$ cat config.mk
export PLATFORM = sky130hd
export DESIGN_NAME = gate_sweep_tester
export DESIGN_NICKNAME = d
export VERILOG_FILES = /design/src/rtl/gate_test_pkg.sv /design/src/rtl/led_blinker.sv /design/src/rtl/gate_sweep_tester.sv
export SDC_FILE = /design/constraint.sdc
export NUM_CORES = 1
export LEC_CHECK = 0
export CORE_UTILIZATION = 55
export DETAILED_ROUTE_END_ITERATION = 7
export MAX_ROUTING_LAYER = met4
export PLACE_DENSITY = 0.74
export RECOVER_POWER = 50
export SYNTH_ARGS = -nofsm -noshare
export SYNTH_HDL_FRONTEND = slang
export SYNTH_SLANG_ARGS = --single-unit
$ cat constraint.sdc
create_clock -name clk -period 2.3 [get_ports clk]
set_clock_uncertainty 0.2 [all_clocks]
set_input_delay 0.69 -clock clk [delete_from_list [all_inputs] [get_ports clk]]
set_output_delay 0.69 -clock clk [all_outputs]
set_load 0.05 [all_outputs]
$ cat src/rtl/gate_test_pkg.sv
// Shared definitions for the board-level *_sweep gate testers:
// mode encodings, FSM state codes and the golden gate function.
package gate_test_pkg;

    localparam logic [2:0] MODE_OR   = 3'd0;
    localparam logic [2:0] MODE_AND  = 3'd1;
    localparam logic [2:0] MODE_XOR  = 3'd2;
    localparam logic [2:0] MODE_NOR  = 3'd3;
    localparam logic [2:0] MODE_NAND = 3'd4;
    localparam logic [2:0] MODE_XNOR = 3'd5;

    typedef logic [2:0] state_t;
    localparam state_t ST_IDLE   = 3'd0;
    localparam state_t ST_DRIVE  = 3'd1;
    localparam state_t ST_SETTLE = 3'd2;
    localparam state_t ST_CHECK  = 3'd3;
    localparam state_t ST_DONE   = 3'd4;

    // Bits of vector above width are ignored; AND pads them with ones.
    function automatic logic golden_fn(input logic [2:0] mode, input logic [7:0] vector,
                                       input int unsigned width);
        logic [7:0] mask;
        logic       r;
        mask = 8'((9'd1 << width) - 9'd1);
        case (mode)
            MODE_OR, MODE_NOR:   r = |(vector & mask);
            MODE_AND, MODE_NAND: r = &(vector | ~mask);
            default:             r = ^(vector & mask);
        endcase
        if (mode == MODE_NOR || mode == MODE_NAND || mode == MODE_XNOR)
            r = ~r;
        return r;
    endfunction

endpackage

$ cat src/rtl/led_blinker.sv
// Square-wave LED driver: toggles every 2^BLINK_DIV clocks while en is high,
// held low (and the divider cleared) whenever en is low.
module led_blinker #(
    parameter int BLINK_DIV = 24
) (
    input  logic clk,
    input  logic rst_n,
    input  logic en,
    output logic led
);

    localparam logic [BLINK_DIV:0] WRAP = {1'b0, {BLINK_DIV{1'b1}}};

    logic [BLINK_DIV:0] cnt;
    logic               led_q;

    always_ff @(posedge clk) begin
        if (!rst_n || !en) begin
            cnt   <= '0;
            led_q <= 1'b0;
        end else if (cnt == WRAP) begin
            cnt   <= '0;
            led_q <= ~led_q;
        end else begin
            cnt <= cnt + 1'b1;
        end
    end

    // Gate with en so the LED drops in the same cycle busy does.
    assign led = led_q & en;

endmodule

$ cat src/rtl/gate_sweep_tester.sv
// Exhaustive on-board tester for a single-output combinational gate: sweeps all
// 2^WIDTH input vectors, compares against the golden gate and latches results to LEDs.
module gate_sweep_tester
    import gate_test_pkg::*;
#(
    parameter int WIDTH         = 2,
    parameter int MODE          = 0,
    parameter int SETTLE_CYCLES = 4,
    parameter int AUTO_START    = 1,
    parameter int BLINK_DIV     = 24
) (
    input  logic             clk,
    input  logic             rst_n,
    input  logic             start,
    output logic [WIDTH-1:0] dut_in,
    input  logic             dut_out,
    output logic             busy,
    output logic             done,
    output logic [WIDTH:0]   fail_count,
    output logic [WIDTH-1:0] first_fail,
    output logic             led_pass,
    output logic             led_fail,
    output logic             led_busy
);

    localparam logic [WIDTH:0] LAST_VEC    = {1'b0, {WIDTH{1'b1}}};
    localparam logic [WIDTH:0] FAIL_MAX    = '1;
    localparam logic [7:0]     SETTLE_INIT = 8'(SETTLE_CYCLES - 1);
    localparam bit             MODE_LEGAL  = (MODE >= 0) && (MODE <= 5);

    state_t         state;
    logic [WIDTH:0] vector;
    logic [7:0]     settle_cnt;
    logic           golden;
    logic           mismatch;

    // An illegal MODE makes every vector fail so the misconfiguration is visible on the board.
    always_comb begin
        golden   = MODE_LEGAL ? golden_fn(3'(MODE), 8'(vector[WIDTH-1:0]), WIDTH) : ~dut_out;
        mismatch = (dut_out != golden);
    end

    always_ff @(posedge clk) begin
        if (!rst_n) begin
            state      <= ST_IDLE;
            vector     <= '0;
            settle_cnt <= '0;
            dut_in     <= '0;
            fail_count <= '0;
            first_fail <= '0;
            led_pass   <= 1'b0;
            led_fail   <= 1'b0;
        end else begin
            case (state)
                ST_IDLE: begin
                    if (start || (AUTO_START != 0)) begin
                        state      <= ST_DRIVE;
                        vector     <= '0;
                        fail_count <= '0;
                        first_fail <= '0;
                        led_fail   <= 1'b0;
                    end
                end
                ST_DRIVE: begin
                    dut_in     <= vector[WIDTH-1:0];
                    settle_cnt <= SETTLE_INIT;
                    state      <= ST_SETTLE;
                end
                ST_SETTLE: begin
                    if (settle_cnt == '0)
                        state <= ST_CHECK;
                    else
                        settle_cnt <= settle_cnt - 8'd1;
                end
                ST_CHECK: begin
                    if (mismatch) begin
                        if (fail_count != FAIL_MAX)
                            fail_count <= fail_count + 1'b1;
                        led_fail <= 1'b1;
                        if (fail_count == '0)
                            first_fail <= vector[WIDTH-1:0];
                    end
                    if (vector == LAST_VEC) begin
                        state    <= ST_DONE;
                        led_pass <= !mismatch && (fail_count == '0);
                    end else begin
                        vector <= vector + 1'b1;
                        state  <= ST_DRIVE;
                    end
                end
                ST_DONE: begin
                    if (!start) begin
                        state    <= ST_IDLE;
                        led_pass <= 1'b0;
                    end
                end
                default: state <= ST_IDLE;
            endcase
        end
    end

    assign busy = (state == ST_DRIVE) || (state == ST_SETTLE) || (state == ST_CHECK);
    assign done = (state == ST_DONE);

    led_blinker #(
        .BLINK_DIV(BLINK_DIV)
    ) u_blink (
        .clk  (clk),
        .rst_n(rst_n),
        .en   (busy),
        .led  (led_busy)
    );

endmodule

==> results.ini <==
[die]
die_y_um = 68.28
die-area_um2 = 4662
io_pins = 16
die_w_um = 68.28
start_util_pct = 58.71
coreArea_um2 = 4115
rows = 23

[synth]
ys_types = 51
netlist_top_cells_area = dfxtp_1, a21oi_1, ha_1
synth_seq_cells = 49
netlist_instances = 279
synth_fp_nets = 291
synth_async_sr_flop_share_pct = 0
yosys_warnings = 0
synth_edf_count = 0
yosys.area.top_type = dfxtp_1
synth_ff_type = dfxtp_1
synth_area_um2 = 2416
yosysSeqAreaShare_pct = 40.60
avgSynthCellArea_um2 = 8.660
synth_top_cell_area_share_pct = 40.60

[finish]
fin_nets = 311
num-fill-cells = 356
multi_input_area_um2 = 1319
final_cell_mix = dfxtp_1, nor2_1, nand2_1, a21oi_1, nand3_1
area_delta_synth_final_pct = 13.72
final_common_cell = dfxtp_1
final_cells = 350
diodes = 0
postLayoutCoreUtil_pct = 66.77
register_area_um2 = 983.4
drive_gt1_share_pct = 10.33

[status]
status = finished clean

[timing]
slew_headroom_pct = 41.90
maxSlewViolCount = 0
hold_violations = 0
tightest_slew_ns = 0.8697
finalCriticalPeriod_ns = 2.176
rsz0062_at_grt = no
setup_viol = 0
period_share_pct = 94.59
fin_tns_setup_ns = 0
fmax_ghz = 0.4596

[detailed_routing]
drc = 0
drtIter0Drc = 86
vias_per_cell = 5.831
drt-total-wl_um = 4625
drtAntennaViolNets = 0
first_pass_iters = 4
drt-wirelength-per-cell_um = 13.21
vias = 2041

[cts]
clkTransAtPathRegs_ns = 0.09
hold_buffers = 0
clock_latency_ns = 0.30
clock-sinks = 49
cts_tree = yes
cts_htree_levels = 2
numCtsBuffers = 5
cts_buffer_depth = 2
cts_resized = 1
post-cts-setup-buffer-count = 0
cts-root-buf = clkbuf_8

[worst_setup_path]
setup.worst_path.start_class = flop
crit_chain = nor2_2 > nor2_4 > and2_2 > buf_12
cp_slowest_stage_delay_ns = 0.38
r2r-start = state[0]
worst-path-buf-inv = 1
crit_family = simple AND/OR/NAND/NOR gates
cp-end-kind = primary output
path_class = flop to primary output
crit_fanout = 10
required_ns = 1.41
cp_slowest_cell = dfxtp_2
worstSetupStartpoint = state[1]
cp_data_arrival_time_ns = 1.29

[grt]
grt_pass1_vias = 1812
antenna_found_initial = 0
grt_max_degree = 21
gr-total-overflow = 0
grt_use_total_pct = 22.95
grt_pass1_wl_um = 7810

[placed_design]
dp_cells = 342
io_buffers = 15
dpl.hpwl_um = 3298
gp_congestion = 0.7956

[power]
ir_drop_v = 0.0004292
leakage_uw = 0.0009465
power.density_nw_per_um2 = 982.5

[worst_hold_path]
hp-class = flop to flop
hp-start = u_blink.cnt[24]

[flow_run]
timing.max_cap.violations = 0

## Yosys cell counts, types with 7 or more instances
cell type / count
dfxtp_1: 49
nor2_1: 26
a21oi_1: 20
nand2_1: 20
nand3_1: 18
inv_1: 12
nor3_1: 9
or4_1: 9
xnor2_1: 9
buf_2: 8
ha_1: 8
o31ai_1: 8
or3_1: 7
## worst reg2reg max path, cell delays in order, from the launching register on
cell	delay (ns)
dfxtp_1	0.35
buf_4	0.17
nor3b_1	0.73
nand2b_1	0.28
a211o_1	0.12
nand2_1	0.04
## routing by layer
| metal | share of wire (%) | GRT usage [%] | routed length (um) |
|---|---|---|---|
| met1 | 48 | 26.22 | 2239 |
| met2 | 48 | 40.07 | 2241 |
| met3 | 2.5 | 6.000 | 114 |
| met4 | 0.65 | 4.688 | 30 |
| met5 | 0 | - | 0 |
## metrics by stage
step	power, uW	worst slack (ns)	hold WS [ns]	cell area, um^2
2_1_floorplan	1775	0.1856	0.2352	2425
3_5_place_dp	2036	0.04311	0.2562	2674
6_report	2699	0.1244	0.2690	2748
3_3_place_gp	2011	0.06709	0.2540	2674
4_1_cts	2762	0.006233	0.2704	2810
5_1_grt	2891	0.04044	0.2940	2748
## cell families after synthesis
kind of cell / Yosys count / share of synthesized area, %
and+or+nand+nor: 119 / 27.50
AOI/OAI and AO/OA: 59 / 16.11
DFF: 49 / 40.60
buffers and inverters: 26 / 4.920
xor gates and xnor gates: 15 / 5.438
adders and majority gates: 8 / 4.143
muxes: 3 / 1.295
## path summary, 6_finish.rpt
| kind | to | slack [ns] | cells after the start |
|---|---|---|---|
| max | led_busy | 0.12 | 4 |
| min | u_blink.cnt[24] | 0.27 | 2 |
| max reg2reg | settle_cnt[6] | 0.31 | 5 |
| min reg2reg | u_blink.cnt[24] | 0.27 | 2 |
## power by group
part / leakage (uW) / switching [uW] / internal [uW]
combinational: 0.000481 / 530 / 383
clock: 0.0000681 / 281 / 432
sequential: 0.000397 / 121 / 953
total: 0.000947 / 932 / 1770
## registers in the layout, summed over array words and instances, names as in the netlist
signal / flops
dut_in: 2
fail_count: 3
first_fail: 2
led_fail: 1
led_pass: 1
settle_cnt: 8
state: 3
u_blink.cnt: 25
u_blink.led_q: 1
vector: 3
## final cells by class
class / instances / area share [%]
inverter: 12 / 1.639
sequential: 49 / 35.79
timing repair buffer: 27 / 7.423
tap: 50 / 2.277
clock inverter: 3 / 2.368
clock buffer: 5 / 2.505
multi-input combinational: 204 / 48.00
No activity file was read; power rests on OpenSTA's default activity.
